### src/rtl/request_encoder_pkg.sv
// rtl/request_encoder_pkg.sv - shared sizes and FSM state type for request_encoder
package request_encoder_pkg;

    localparam int NUM_REQ = 4;
    localparam int ADDR_W  = 2;

    typedef enum logic {
        IDLE = 1'b0,
        HOLD = 1'b1
    } state_t;

endpackage

### src/rtl/priority_pick4.sv
// rtl/priority_pick4.sv - rotating-start 4-way pick with any/multi flags
module priority_pick4
    import request_encoder_pkg::*;
(
    input  logic [NUM_REQ-1:0] req,
    input  logic [ADDR_W-1:0]  start,
    output logic [ADDR_W-1:0]  winner,
    output logic               any,
    output logic               multi
);

    logic [ADDR_W-1:0] idx;
    logic [2:0]        count;

    // Search start, start+1, ... modulo 4; the first high line wins.
    always_comb begin
        winner = '0;
        any    = 1'b0;
        idx    = '0;
        for (int i = 0; i < NUM_REQ; i++) begin
            idx = start + i[ADDR_W-1:0];
            if (!any && req[idx]) begin
                winner = idx;
                any    = 1'b1;
            end
        end
    end

    // Popcount of the request lines; two or more means contention.
    always_comb begin
        count = '0;
        for (int i = 0; i < NUM_REQ; i++) begin
            count = count + {2'b00, req[i]};
        end
        multi = (count >= 3'd2);
    end

endmodule

### src/rtl/request_encoder.sv
// rtl/request_encoder.sv - registered 4:2 request encoder with valid/ready hold; REQUEST_ENCODER_RR_EN enables round-robin
module request_encoder
    import request_encoder_pkg::*;
(
    input  logic clk,
    input  logic reset,
    input  logic enable,
    input  logic in0,
    input  logic in1,
    input  logic in2,
    input  logic in3,
    input  logic ready,
    output logic address0,
    output logic address1,
    output logic valid,
    output logic multi
);

    state_t              state;
    state_t              state_next;
    logic [NUM_REQ-1:0]  req;
    logic [ADDR_W-1:0]   code;
    logic [ADDR_W-1:0]   start;
    logic [ADDR_W-1:0]   winner;
    logic                any_req;
    logic                multi_pick;
    logic                multi_q;
    logic                capture;
    logic                consume;

    assign req     = {in3, in2, in1, in0};
    assign consume = (state == HOLD) && ready;

`ifdef REQUEST_ENCODER_RR_EN
    logic [ADDR_W-1:0] ptr;

    // A grant consumed at this edge already moves the search start for a back-to-back capture.
    assign start = consume ? (code + 2'd1) : ptr;

    // Pointer advances past each consumed grant.
    always_ff @(posedge clk or posedge reset) begin
        if (reset) begin
            ptr <= '0;
        end else if (consume) begin
            ptr <= code + 2'd1;
        end
    end
`else
    assign start = '0;
`endif

    priority_pick4 u_pick (
        .req    (req),
        .start  (start),
        .winner (winner),
        .any    (any_req),
        .multi  (multi_pick)
    );

    // State register.
    always_ff @(posedge clk or posedge reset) begin
        if (reset) begin
            state <= IDLE;
        end else begin
            state <= state_next;
        end
    end

    // Next state and capture decision; ready only matters while holding a code.
    always_comb begin
        state_next = state;
        capture    = 1'b0;
        case (state)
            IDLE: begin
                if (enable && any_req) begin
                    capture    = 1'b1;
                    state_next = HOLD;
                end
            end
            HOLD: begin
                if (ready) begin
                    if (enable && any_req) begin
                        capture = 1'b1;
                    end else begin
                        state_next = IDLE;
                    end
                end
            end
            default: state_next = IDLE;
        endcase
    end

    // Code and multi registers load only on a capture; otherwise they keep the last values.
    always_ff @(posedge clk or posedge reset) begin
        if (reset) begin
            code    <= '0;
            multi_q <= 1'b0;
        end else if (capture) begin
            code    <= winner;
            multi_q <= multi_pick;
        end
    end

    assign address0 = code[0];
    assign address1 = code[1];
    assign multi    = multi_q;
    assign valid    = (state == HOLD);

endmodule
### config.mk
export PLATFORM = sky130hd
export DESIGN_NAME = request_encoder
export DESIGN_NICKNAME = d
export VERILOG_FILES = /design/src/rtl/request_encoder_pkg.sv /design/src/rtl/priority_pick4.sv /design/src/rtl/request_encoder.sv
export SDC_FILE = /design/constraint.sdc
export NUM_CORES = 1
export LEC_CHECK = 0
export CAP_MARGIN = 20
export CORE_AREA = 10 10 47 49
export DETAILED_ROUTE_END_ITERATION = 12
export DIE_AREA = 0 0 57 59
export GPL_TIMING_DRIVEN = 0
export PLACE_DENSITY = 0.41
export SLEW_MARGIN = 15
export SYNTH_ARGS = -nofsm -noshare
export SYNTH_HDL_FRONTEND = slang
export SYNTH_SLANG_ARGS = --single-unit
### constraint.sdc
create_clock -name clk -period 1.2 [get_ports clk]
set_input_delay 0.18 -clock clk [delete_from_list [all_inputs] [get_ports clk]]
set_output_delay 0.18 -clock clk [all_outputs]
set_load 0.05 [all_outputs]
==> run_results.csv <==
group,metric,value,unit
synthesis,synthCells,24,
sta,maxSlewViolCount,0,
routing,drcViolationCount,0,
worst_setup_path,worstPathRequired,1320,ps
worst_setup_path,worst_r2r_path_depth,3,
cells_and_area,final_nets,52,
job,max_cap_violations,0,
synthesis,ys_top_cells_by_area,"dfrtp_1, ha_1, mux2_1",
synthesis,synth-edff-count,0,
floorplanning,dieArea,0.00336,mm²
placed_design,io_buffers,11,
worst_setup_path,reg2reg_slack,100,ps
worst_setup_path,worstPathMaxFanout,2,
placed_design,hpwl,604,µm
placed_design,gp_congestion,0.649,
cells_and_area,syn_to_final_growth,82.8,%
synthesis,ys_warn_count,0,
clock_network,clockBufferDepth,2,
cells_and_area,insertedDiodeCount,0,
cells_and_area,stdcell_area,464,µm²
worst_setup_path,start_kind,"input pin",
worst_setup_path,r2r-start,"valid$_DFF_PP0_",
sta,finalCritPeriodShare,0.984,
floorplanning,num_io_pins,12,
routing,dr_total_vias,228,
sta,tightest_slew,281,ps
synthesis,yosysTopAreaCell,"dfrtp_1",
synthesis,avgSynthCellArea,10.6,µm²
cells_and_area,fillCellCount,151,
global_route,grt_max_degree,5,
clock_network,h-tree-depth,1,
routing,first_pass_iters,1,
synthesis,synthDistinctLibCells,12,
sta,setup_viol,0,
synthesis,synthTopCellsByCount,"dfrtp_1, ha_1, inv_1",
synthesis,syn_area,254,µm²
clock_network,clkTransAtPathRegs,50,ps
worst_setup_path,cp-startpoint,"in0",
clock_network,cts_sinks,4,
clock_network,insertion_delay,250,ps
cells_and_area,final_util,0.331,
floorplanning,start_util,0.181,
placed_design,pre_cts_slack,-853,ps
outcome,status,"finished, final reports clean",
routing,wl_per_cell,13.6,µm
pwr,vdd_drop_max,0.451,mV
global_route,grt_pass1_wl,1260,µm
routing,drt-total-wl,748,µm
placed_design,place_area,432,µm²
global_route,grt-ovfl-total,0,
synthesis,ys_async_sr_fraction,1.00,
pwr,finalPower,0.577,mW
floorplanning,core,0.00140,mm²
floorplanning,die_y,59,µm
sta,finClkSkew,13.6,ps
synthesis,synth_seq_cells,4,
placed_design,place_inst,51,
clock_network,tritoncts,"built",
sta,worst_slack,18.9,ps
cells_and_area,multiInputGateArea,178,µm²
routing,drtAntennaViolNets,0,
cells_and_area,drive_gt1_frac,0.436,
worst_setup_path,crit_type,"input pin to register",
floorplanning,fp.dieW,57,µm
sta,hold_viol,0,
synthesis,ys_seq_area_frac,0.394,
synthesis,ys.flop_type,"dfrtp_1",
synthesis,synth_top_area_frac,0.394,
pwr,p_per_area,1240,mW/mm²
sta,period_needed,1180,ps
sta,rsz0062_at_grt,"yes",
cells_and_area,regArea,101,µm²
pwr,p_leak,0.212,nW
worst_setup_path,crit_end,"multi$_DFFE_PP0P_",
routing,drtIter0Drc,0,
global_route,grtUsageTotal,0.0532,
sta,max_slew_margin,0.813,
clock_network,numCtsBuffers,3,
clock_network,cts_root_buffer,"clkbuf_4",
hold_path,hp-class,"input pin to async pin",
clock_network,cts_setup_buffers,0,
cells_and_area,finalNonFillerCells,55,
routing,viasPerCell,4.15,
synthesis,syn_nets,36,
floorplanning,rows,14,
worst_setup_path,cp.arrival,1300,ps
sta,max_freq,847,MHz
worst_setup_path,r2r-end,"multi$_DFFE_PP0P_",
global_route,grt_pass1_vias,281,
global_route,antenna_found_initial,0,
clock_network,cts.hold.buffers_added,0,
worst_setup_path,crit_path_end_kind,"register",
state kept, by name, summed over array words and instances, names as in the netlist:
signal  flops
code        2
multi       1
valid       1
power breakdown:
group	total [mW]	leakage, nW	switching (mW)	internal [mW]
logic	0.216	0.149	0.129	0.0874
registers	0.168	0.0472	0.0114	0.157
clock network	0.193	0.0150	0.0672	0.125
worst min-delay path by stage:
stage,from,to,slack (ps),cells past startpoint
2_1_floorplan,reset,code[0]$_DFFE_PP0P_,-50,1
3_3_place_gp,reset,code[0]$_DFFE_PP0P_,370,2
3_5_place_dp,reset,code[0]$_DFFE_PP0P_,400,2
4_1_cts,reset,code[0]$_DFFE_PP0P_,120,2
5_1_grt,reset,code[0]$_DFFE_PP0P_,140,2
6_report,reset,code[0]$_DFFE_PP0P_,120,2
metrics by stage:
step                setup TNS, ps  hold slack [ps]
floorplan                    -140            -54.0
global placement            -3050              370
detailed placement          -3170              396
CTS                             0              123
global route                -4.25              138
finish                          0              118
cells by family (layout without fill, tap and decap cells):
| kind of cell | after synthesis | after routing | share of synthesized area |
|---|---|---|---|
| flops | 4 | 4 | 0.394 |
| simple gates | 5 | 5 | 0.128 |
| buf+inv | 4 | 19 | 0.0591 |
| compound gates | 4 | 4 | 0.0936 |
| fa+ha+maj | 4 | 4 | 0.197 |
| mux | 3 | 3 | 0.128 |
cells in the final DEF, fill, tap and decap left out:
cell type	instances
a211o_1	1
a21oi_1	2
buf_2	1
buf_4	1
buf_6	1
clkbuf_1	1
clkbuf_4	3
clkdlybuf4s15_1	1
clkdlybuf4s15_2	3
clkdlybuf4s50_1	3
dfrtp_1	3
dfrtp_2	1
dlygate4sd2_1	1
ha_1	2
ha_4	2
inv_1	2
inv_12	1
inv_6	1
mux2_1	1
mux2_4	1
mux2i_1	1
nand2_1	2
nand2b_1	1
nand3_4	1
o21ai_0	1
or3b_4	1
metal layers:
| layer | share of wire | vias up | global-route usage |
|---|---|---|---|
| met5 | 0 | - | 0 |
| met4 | 0.064 | 0 | 0.0705 |
| met3 | 0.087 | 5 | 0.0343 |
| met2 | 0.51 | 9 | 0.0853 |
| met1 | 0.33 | 104 | 0.0370 |
| li1 | - | 110 | - |
final cells by class:
type / count / share of cell area
flip-flops and latches: 4 / 0.218
repair buffers: 11 / 0.229
multi-input cells: 16 / 0.383
inverters: 4 / 0.0701
clock buffers: 4 / 0.0566
well taps: 16 / 0.0431
critical path, stage by stage:
cell and delay, ps:
buf_4 130, inv_6 50, ha_4 190, ha_4 230, a211o_1 260, mux2_4 260
timing repair:
action | CTS | global route
pin swaps | 1 | 0
endpoints found under the hold margin | 0 | 0
setup endpoints to repair | 8 | 3
resized for setup | 28 | 3
Power figures use the tool's default switching activity.
